`config.mk`:
```
export PLATFORM = sky130hd
export DESIGN_NAME = instruction_loader
export DESIGN_NICKNAME = d
export VERILOG_FILES = /design/src/rtl/loader_pkg.sv /design/src/rtl/byte_word_assembler.sv /design/src/rtl/instruction_loader.sv
export SDC_FILE = /design/constraint.sdc
export NUM_CORES = 1
export LEC_CHECK = 0
export CAP_MARGIN = 20
export CORE_MARGIN = 2
export CORE_UTILIZATION = 55
export DETAILED_ROUTE_END_ITERATION = 10
export PLACE_DENSITY = 0.78
export SYNTH_ARGS = -nofsm -noshare
export SYNTH_HDL_FRONTEND = slang
export SYNTH_HIERARCHICAL = 1
export SYNTH_SLANG_ARGS = --single-unit
```
`constraint.sdc`:
```
create_clock -name clk -period 5.75 [get_ports clk]
set_input_delay 1.15 -clock clk [delete_from_list [all_inputs] [get_ports clk]]
set_output_delay 1.15 -clock clk [all_outputs]
set_load 0.005 [all_outputs]
```
`src/rtl/loader_pkg.sv`:
```
// Shared types and constants for the framed byte-stream program loader.
package loader_pkg;

  typedef enum logic [2:0] {IDLE, HDR, DATA, CSUM, RUN, ERROR} state_t;

  localparam int HDR_BYTES  = 4;
  localparam int WORD_BYTES = 4;

  // Largest legal word count for an instruction RAM of the given byte-address width.
  function automatic logic [31:0] max_words(input int addr_width);
    return 32'd1 << (addr_width - 2);
  endfunction

endpackage

```
`src/rtl/byte_word_assembler.sv`:
```
// Collects little-endian bytes into a 32-bit word; flags the byte that completes it.
module byte_word_assembler
  import loader_pkg::*;
(
  input  logic        clk,
  input  logic        rst,
  input  logic        clear,
  input  logic        shift_en,
  input  logic [7:0]  byte_data,
  output logic [31:0] word_next,
  output logic        word_complete
);

  logic [1:0]  byte_idx;
  logic [31:0] shreg;

  // Shifting right lands the first byte of a word in bits 7:0.
  assign word_next     = {byte_data, shreg[31:8]};
  assign word_complete = shift_en && (byte_idx == 2'(WORD_BYTES - 1));

  always_ff @(posedge clk) begin
    if (!rst) begin
      byte_idx <= '0;
      shreg    <= '0;
    end else if (clear) begin
      byte_idx <= '0;
      shreg    <= '0;
    end else if (shift_en) begin
      byte_idx <= byte_idx + 2'd1;
      shreg    <= word_next;
    end
  end

endmodule

```
`src/rtl/instruction_loader.sv`:
```
// Framed program loader: header word count, N little-endian words, XOR checksum.
// Holds the CPU halted until the whole image is accepted and verified.
module instruction_loader
  import loader_pkg::*;
#(
  parameter int ADDR_WIDTH     = 16,
  parameter int TIMEOUT_CYCLES = 1000000
) (
  input  logic                  clk,
  input  logic                  rst,
  input  logic                  start,
  input  logic                  byte_valid,
  input  logic [7:0]            byte_data,
  output logic                  byte_ready,
  output logic                  instruction_write,
  output logic [31:0]           instruction_out,
  output logic                  debug_enable,
  output logic                  load_done,
  output logic                  load_error,
  output logic [ADDR_WIDTH-2:0] words_loaded
);

  localparam int              WL        = ADDR_WIDTH - 1;
  localparam int              TW        = $clog2(TIMEOUT_CYCLES + 1);
  localparam logic [TW-1:0]   TMO_LAST  = TW'(TIMEOUT_CYCLES - 1);
  localparam logic [31:0]     MAX_WORDS = max_words(ADDR_WIDTH);

  state_t          state;
  logic [WL-1:0]   n_words;
  logic [7:0]      xor_acc;
  logic [TW-1:0]   tmo_cnt;
  logic            hs;
  logic            restart;
  logic [31:0]     word_next;
  logic            word_complete;

  assign byte_ready = (state == HDR) || (state == DATA) || (state == CSUM);
  assign hs         = byte_valid && byte_ready;
  assign restart    = start && ((state == IDLE) || (state == RUN) || (state == ERROR));

  byte_word_assembler u_asm (
    .clk           (clk),
    .rst           (rst),
    .clear         (restart),
    .shift_en      (hs),
    .byte_data     (byte_data),
    .word_next     (word_next),
    .word_complete (word_complete)
  );

  always_ff @(posedge clk) begin
    if (!rst) begin
      state             <= IDLE;
      n_words           <= '0;
      xor_acc           <= '0;
      tmo_cnt           <= '0;
      instruction_write <= 1'b0;
      instruction_out   <= '0;
      words_loaded      <= '0;
      debug_enable      <= 1'b0;
      load_done         <= 1'b0;
      load_error        <= 1'b0;
    end else begin
      instruction_write <= 1'b0;
      // The strobe lands one cycle after the completing byte, even if the FSM has moved to CSUM.
      if (state == DATA && word_complete) begin
        instruction_write <= 1'b1;
        instruction_out   <= word_next;
        words_loaded      <= words_loaded + 1'b1;
      end
      if (byte_ready) tmo_cnt <= hs ? '0 : tmo_cnt + 1'b1;

      case (state)
        IDLE, RUN, ERROR: begin
          if (start) begin
            state        <= HDR;
            words_loaded <= '0;
            xor_acc      <= '0;
            tmo_cnt      <= '0;
            debug_enable <= 1'b0;
            load_done    <= 1'b0;
            load_error   <= 1'b0;
          end
        end
        HDR: begin
          if (word_complete) begin
            if (word_next == 32'd0 || word_next > MAX_WORDS) begin
              state      <= ERROR;
              load_error <= 1'b1;
            end else begin
              n_words <= word_next[WL-1:0];
              state   <= DATA;
            end
          end
        end
        DATA: begin
          if (hs) xor_acc <= xor_acc ^ byte_data;
          if (word_complete && (words_loaded + 1'b1 == n_words)) state <= CSUM;
        end
        CSUM: begin
          if (hs) begin
            if (byte_data == xor_acc) begin
              state        <= RUN;
              debug_enable <= 1'b1;
              load_done    <= 1'b1;
            end else begin
              state      <= ERROR;
              load_error <= 1'b1;
            end
          end
        end
        default: state <= IDLE;
      endcase

      // Idle stream for too long while a frame is open aborts the load.
      if (byte_ready && !hs && tmo_cnt == TMO_LAST) begin
        state      <= ERROR;
        load_error <= 1'b1;
        tmo_cnt    <= '0;
      end
    end
  end

endmodule

```
==> results of run 1 <==
==> per-stage QoR <==
| stage | total power [mW] | instance area, um2 | hold slack [ps] | utilization | setup slack, ps |
|---|---|---|---|---|---|
| after global placement | 0.950 | 6280 | 454 | 0.614 | 2060 |
| after global routing | 2.04 | 6870 | 486 | 0.671 | 2210 |
| final | 1.98 | 6870 | 464 | 0.671 | 2360 |
| after floorplan | 0.941 | 5720 | 460 | - | 2920 |
| after detailed placement | 0.953 | 6290 | 459 | 0.615 | 1950 |
| after CTS | 1.99 | 6870 | 468 | 0.671 | 2390 |
==> worst min path at each step <==
| stage | start | endpoint | slack [ps] | cells past startpoint |
|---|---|---|---|---|
| final | instruction_out[10] | instruction_out[10] | 460 | 2 |
| after global routing | instruction_out[28] | instruction_out[28] | 490 | 2 |
| after CTS | instruction_out[30] | instruction_out[30] | 470 | 2 |
| after detailed placement | instruction_out[10] | instruction_out[10] | 460 | 2 |
| after global placement | instruction_out[26] | instruction_out[26] | 450 | 2 |
| after floorplan | instruction_out[15] | instruction_out[15] | 460 | 2 |
==> cell families after synthesis <==
| family | after synthesis |
|---|---|
| flops | 122 |
| simple gates | 287 |
| compound gates | 94 |
| xor+xnor | 49 |
| buf+inv | 56 |
| mux | 42 |
| fa+ha+maj | 3 |
==> metal layers <==
layer  share of wire  track usage  routed length [um]
met1            0.45        0.300                5980
met2            0.49        0.427                6570
met3           0.049       0.0595                 649
met4          0.0095       0.0639                 127
met5               0            0                   0
==> final cells by class <==
type	instances	area share
inverter	14	0.00802
timing repair buffer	68	0.0973
sequential	122	0.356
clock inverter	14	0.0239
clock buffer	17	0.0603
tap	136	0.0248
multi-input combinational	475	0.430
==> cell usage in the layout (no fill, tap or decap), types with 4 or more instances in the layout <==
cell             instances
dfxtp_1                122
nand2_1                 86
nor2_1                  83
clkdlybuf4s50_1         63
a21boi_0                43
mux2i_1                 41
xor2_1                  25
xnor2_1                 24
nor2b_1                 18
nand3_1                 17
o21ai_0                 16
clkbuf_16               16
nor3_1                  14
nor4_1                  13
inv_1                   13
nand4_1                 12
a21oi_1                 10
and3_1                   6
nor3b_1                  5
nand3b_1                 5
buf_4                    5
and2_1                   4
a31oi_1                  4
inv_6                    4
==> worst max-delay path: stages <==
cell and delay (ps):
clkdlybuf4s50_1 540, nor4_1 350, nand4_1 180, nor4_1 460, nand4_2 630, mux2i_1 400, nor2b_1 80
==> power by group <==
group / internal, mW / switching, mW
registers: 0.849 / 0.00599
logic: 0.0338 / 0.0474
clock network: 0.626 / 0.419
total: 1.51 / 0.472
==> registers in the layout (all words and copies together) (netlist names) <==
register,cells
instruction_out,32
u_asm/shreg,24
tmo_cnt,20
n_words,15
words_loaded,15
xor_acc,8
state,3
u_asm/byte_idx,2
instruction_write,1
load_done,1
load_error,1
==> metrics.md, run 1 <==
| Metric | Value |
|---|---|
| Die Wd | `106 um` |
| Drt pass-1 iters | `5` |
| Clk_lat worst skew | `530 ps` |
| Vias | `4,778` |
| Sequential share of the synthesized area | `0.427` |
| Non-filler cells, final | `846` |
| Initial Utilization | `0.559` |
| Post-CTS Resized | `0` |
| TritonCTS Sinks | `122` |
| IO Pins | `64` |
| Wire length per cell | `15.7 um` |
| DP Wirelength | `8770 um` |
| Data arrival, critical path | `3790 ps` |
| Worst Hold Class | `flip-flop to flip-flop` |
| Xor and xnor area share after synthesis | `0.0751` |
| Synth area leader | `dfxtp_1` |
| Top cells by count, synth | `dfxtp_1, nand2_1, nor2_1` |
| ANT cells | `0` |
| Num CTS Buffers | `17` |
| Most used DFF post-synth | `dfxtp_1` |
| Number of remaining DRC errors | `0` |
| Chip height | `106 um` |
| GRT Util Overall | `0.244` |
| Worst slew margin | `0.379` |
| Netlist cell types | `60` |
| Status | `finished clean` |
| Final WL | `13,300 um` |
| Min Tclk post-route | `3390 ps` |
| GP Congestion | `0.887` |
| Startpoint Class | `primary input` |
| IO buf count | `63` |
| Clock transition at path regs | `60 ps` |
| Detailed Route Iter0 Violations | `234` |
| Synth Register Bits | `122` |
| Achievable frequency | `295 MHz` |
| First-pass GRT wire length | `21,800 um` |
| Clk_skew | `11.1 ps` |
| Worst EP required | `6150 ps` |
| Fin. Hold Viols | `0` |
| Setup Buffers After CTS | `0` |
| CTS max path bufs | `2` |
| Filler instances | `815` |
| Area of the die | `11,200 um2` |
| Setup crit end kind | `flip-flop` |
| Syn nets | `668` |
| R2r endpoint | `n_words[0]` |
| Layout cells sized above 1 | `0.0718` |
| CP max FO | `15` |
| Most frequent cell after synthesis | `dfxtp_1` |
| R2r setup slk | `3010 ps` |
| Area of the multi-input gates | `2950 um2` |
| Antenna violations before repair | `0` |
| Post-Syn Instances | `653` |
| Critical path class | `primary input to flip-flop` |
| Top cell type's share of synthesized area | `0.427` |
| Largest net degree at the start of global routing | `64` |
| Max-cap violation count | `0` |
| Core Footprint | `10,200 um2` |
| TNS Setup | `0 ps` |
| Max VDD drop | `231 uV` |
| Synth Warn # | `6` |
| Leak | `2.40 nW` |
| CTS Root Cell | `clkbuf_8` |
| Compound-gate portion of the synthesized area | `0.117` |
| Area contributors post-synth | `dfxtp_1, mux2i_1, a21boi_0, nand2_1, nor2_1` |
| RSZ-0062 raised after global routing | `no` |
| CP startpoint | `byte_data[0]` |
| Area delta synth->final | `20.1%` |
| Antenna viol nets, final | `0` |
| Vias in the first global route | `4,565` |
| Gr ovfl total | `0` |
| Num rows | `37` |
| CTS tree | `done` |
| Vias per inst | `5.65` |
| Post-synth EDFFs | `0` |
| Cells after DPL | `815` |
| Synth Area in Adders | `0.00656` |
| Worst R2R Path Depth | `8` |
| Nets@finish | `713` |
| Number of hold buffers added after cts | `0` |
| CP endpoint | `n_words[0]` |
| Register area | `2440 um2` |
| # setup viols final | `0` |
| Mean post-synth cell area | `8.76 um2` |
| Power density cells | `289 nW/um2` |
| Multiplexer share of the synthesized area | `0.0737` |
| Main combinational cell family by area after synthesis | `simple AND/OR/NAND/NOR gates` |
| FF-to-FF Start | `state[1]` |
| Area of the mapped netlist | `5720 um2` |
| Synth Area in Simple Gates | `0.244` |
| Final Cycle Share | `0.590` |
| Asr flop ratio synth | `0` |
| H-tree Lvls | `4` |
| Slew Limit Fails | `0` |
| Worst slew pin tran | `927 ps` |
Power figures use the tool's default switching activity.
==> inputs of run 2 (changes only) <==
==> constraint.sdc (replaced) <==
create_clock -name clk -period 3.2 [get_ports clk]
set_input_delay 0.64 -clock clk [delete_from_list [all_inputs] [get_ports clk]]
set_output_delay 0.64 -clock clk [all_outputs]
set_load 0.005 [all_outputs]
==> run 2 against run 1 <==
Final cell count up 0.35%. Sequential share of layout area rose by 0.16 points. First-iteration DRC count rose by 23%. Combinational power grew 82%. Largest cell class unchanged. Setup slack got worse by 1600 ps. Count of clock-buffer cells in the layout grew 6. Clock power rose by 63%. Clock skew shrank 2.1 ps. Critical path depth is 4 lower.
==> metrics.md, run 2 (synthesized netlist as in run 1, its figures left out) <==
| Metric | Value |
|---|---|
| Status | `finished clean` |
| Area delta synth->final | `19.5%` |
| Largest net degree at the start of global routing | `63 (-1.6%)` |
| Clk_skew | `9.04 ps (-2.10 ps)` |
| H-tree Lvls | `4 (unchanged)` |
| IO buf count | `63 (unchanged)` |
| Critical path depth in cells | `3 (-4)` |
| Max FFs per register | `32 (unchanged)` |
| ANT cells | `0 (unchanged)` |
| IO Pins | `64 (unchanged)` |
| Drt pass-1 iters | `5 (unchanged)` |
| First-pass GRT wire length | `21,900 um (about the same)` |
| Critical Path, Cell by Cell | `o21bai_4, inv_4, clkdlybuf4s50_1` |
| Power density cells | `493 nW/um2 (+71%)` |
| WP buf/inv | `2 (+1)` |
| RSZ-0062 raised after global routing | `no` |
| Most frequent cells in the layout | `dfxtp_1, nand2_1, nor2_1, clkdlybuf4s50_1, a21boi_0` |
| Final Cycle Share | `0.753` |
| Core Footprint | `10,200 um2 (unchanged)` |
| DP Wirelength | `8930 um (+1.8%)` |
| Critical path's largest stage delay | `540 ps (-90 ps)` |
| Nets@finish | `717 (+0.56%)` |
| Die Wd | `106 um (unchanged)` |
| Num CTS Buffers | `17 (unchanged)` |
| Gr ovfl total | `0 (unchanged)` |
| Chip height | `106 um (unchanged)` |
| Number of hold buffers added after cts | `0 (unchanged)` |
| Wire length per cell | `15.4 um (-2.2%)` |
| TNS Setup | `0 ps (unchanged)` |
| Register bank with the most flops | `instruction_out` |
| Vias | `4,752 (-0.54%)` |
| Final WL | `13,100 um (-1.8%)` |
| Worst slew pin tran | `838 ps (-89.7 ps)` |
| Layout cells sized above 1 | `0.0687 (-0.00311)` |
| Filler instances | `818 (+0.37%)` |
| R2r endpoint | `words_loaded[14]` |
| Achievable frequency | `415 MHz` |
| Crit path max-delay cell type | `dfxtp_1` |
| Vias per inst | `5.60 (-0.90%)` |
| Setup crit end kind | `output port` |
| Top Registers | `instruction_out: 32 flops, u_asm/shreg: 24 flops, tmo_cnt: 20 flops` |
| Worst Hold Class | `flip-flop to flip-flop` |
| Antenna violations before repair | `0 (unchanged)` |
| GRT Util Overall | `0.244 (+0.000753)` |
| Clk_lat worst skew | `530 ps (about the same)` |
| Area of the die | `11,200 um2 (unchanged)` |
| Place WS | `333 ps (-1620 ps)` |
| Clock transition at path regs | `60 ps (about the same)` |
| Worst slew margin | `0.439 (+0.0600)` |
| GP Congestion | `0.876 (-1.3%)` |
| Fin. Hold Viols | `0 (unchanged)` |
| Slew Limit Fails | `0 (unchanged)` |
| Min Tclk post-route | `2410 ps` |
| CP startpoint | `state[1]` |
| Detailed Route Iter0 Violations | `287 (+23%)` |
| Setup Buffers After CTS | `0 (unchanged)` |
| Number of remaining DRC errors | `0 (unchanged)` |
| CP max FO | `9 (-6)` |
| # setup viols final | `0 (unchanged)` |
| R2r setup slk | `940 ps (-2070 ps)` |
| Post-CTS Resized | `0 (unchanged)` |
| Leak | `2.39 nW (-0.68%)` |
| Antenna viol nets, final | `0 (unchanged)` |
| Final core occ | `0.668 (-0.00293)` |
| Commonest non-fill, non-tap cell in the layout | `dfxtp_1` |
| Worst EP required | `2560 ps (-3590 ps)` |
| CP endpoint | `byte_ready` |
| Startpoint Class | `flip-flop` |
| Max-cap violation count | `0 (unchanged)` |
| Data arrival, critical path | `1770 ps (-2020 ps)` |
| CTS Root Cell | `clkbuf_8` |
| CTS tree | `done` |
| FF-to-FF Start | `state[1]` |
| CP top delay family | `buffers and inverters` |
| Critical path class | `flip-flop to output port` |
| TritonCTS Sinks | `122 (unchanged)` |
| Worst R2R Path Depth | `9 (+1)` |
| Vias in the first global route | `4,576 (+0.24%)` |
| CTS max path bufs | `2 (unchanged)` |
| Max VDD drop | `346 uV (+50%)` |
| Fin worst setup slack | `791 ps (-1570 ps)` |
| Num rows | `37 (unchanged)` |
| Initial Utilization | `0.559 (unchanged)` |
| Hold Slack | `465 ps (+1.72 ps)` |
==> run 2: worst min path at each step <==
stage                              startpoint                  end  slack, ps  cells after the start
final                      instruction_out[0]   instruction_out[0]        470                      2
after global routing       instruction_out[2]   instruction_out[2]        490                      2
after CTS                  instruction_out[0]   instruction_out[0]        470                      2
after detailed placement   instruction_out[0]   instruction_out[0]        460                      2
after global placement    instruction_out[27]  instruction_out[27]        450                      2
after floorplan           instruction_out[15]  instruction_out[15]        460                      2
==> run 2: report_power, final <==
group	total (mW)	internal, mW	switching, mW	leakage (nW)
registers	1.54	1.53	0.0108	0.983
logic	0.148	0.0622	0.0855	1.16
clock network	1.69	1.04	0.650	0.244
total	3.37	2.63	0.746	2.39
==> run 2: area by class of cell <==
class                           instances  area, um2  share of cell area
Multi-Input combinational cell        475       2950               0.432
Timing Repair Buffer                   72        698               0.102
Inverter                               14       55.1             0.00805
Clock buffer                           23        447              0.0653
Clock inverter                          7       71.3              0.0104
Tap cell                              136        170              0.0249
Sequential cell                       122       2440               0.357
==> run 2: worst reg2reg max path: stages, from the launching register on <==
cell and delay, ps:
dfxtp_1 540, o21bai_4 130, inv_4 90, and2_1 140, and2_1 260, nand2_1 130, nor3_1 480, nand3_1 160
xor2_1 170, nor2_1 60
==> run 2: stage by stage <==
stage / cells / power (mW) / area (um2)
after floorplan: 653 / 1.69 / 5720
after global placement: 819 / 1.71 / 6320
after detailed placement: 819 / 1.72 / 6320
after CTS: 849 / 3.39 / 6840
after global routing: 849 / 3.47 / 6840
final: 849 / 3.37 / 6840
==> run 2: per-layer routing <==
layer  up-vias  GRT usage  routed length [um]  share of wire
met5         -          0                   0              0
met4         0     0.0940                 233          0.018
met3        30     0.0595                 645          0.049
met2       150      0.410                6260           0.48
met1      2241      0.304                5950           0.45
li1       2331          -                   -              -
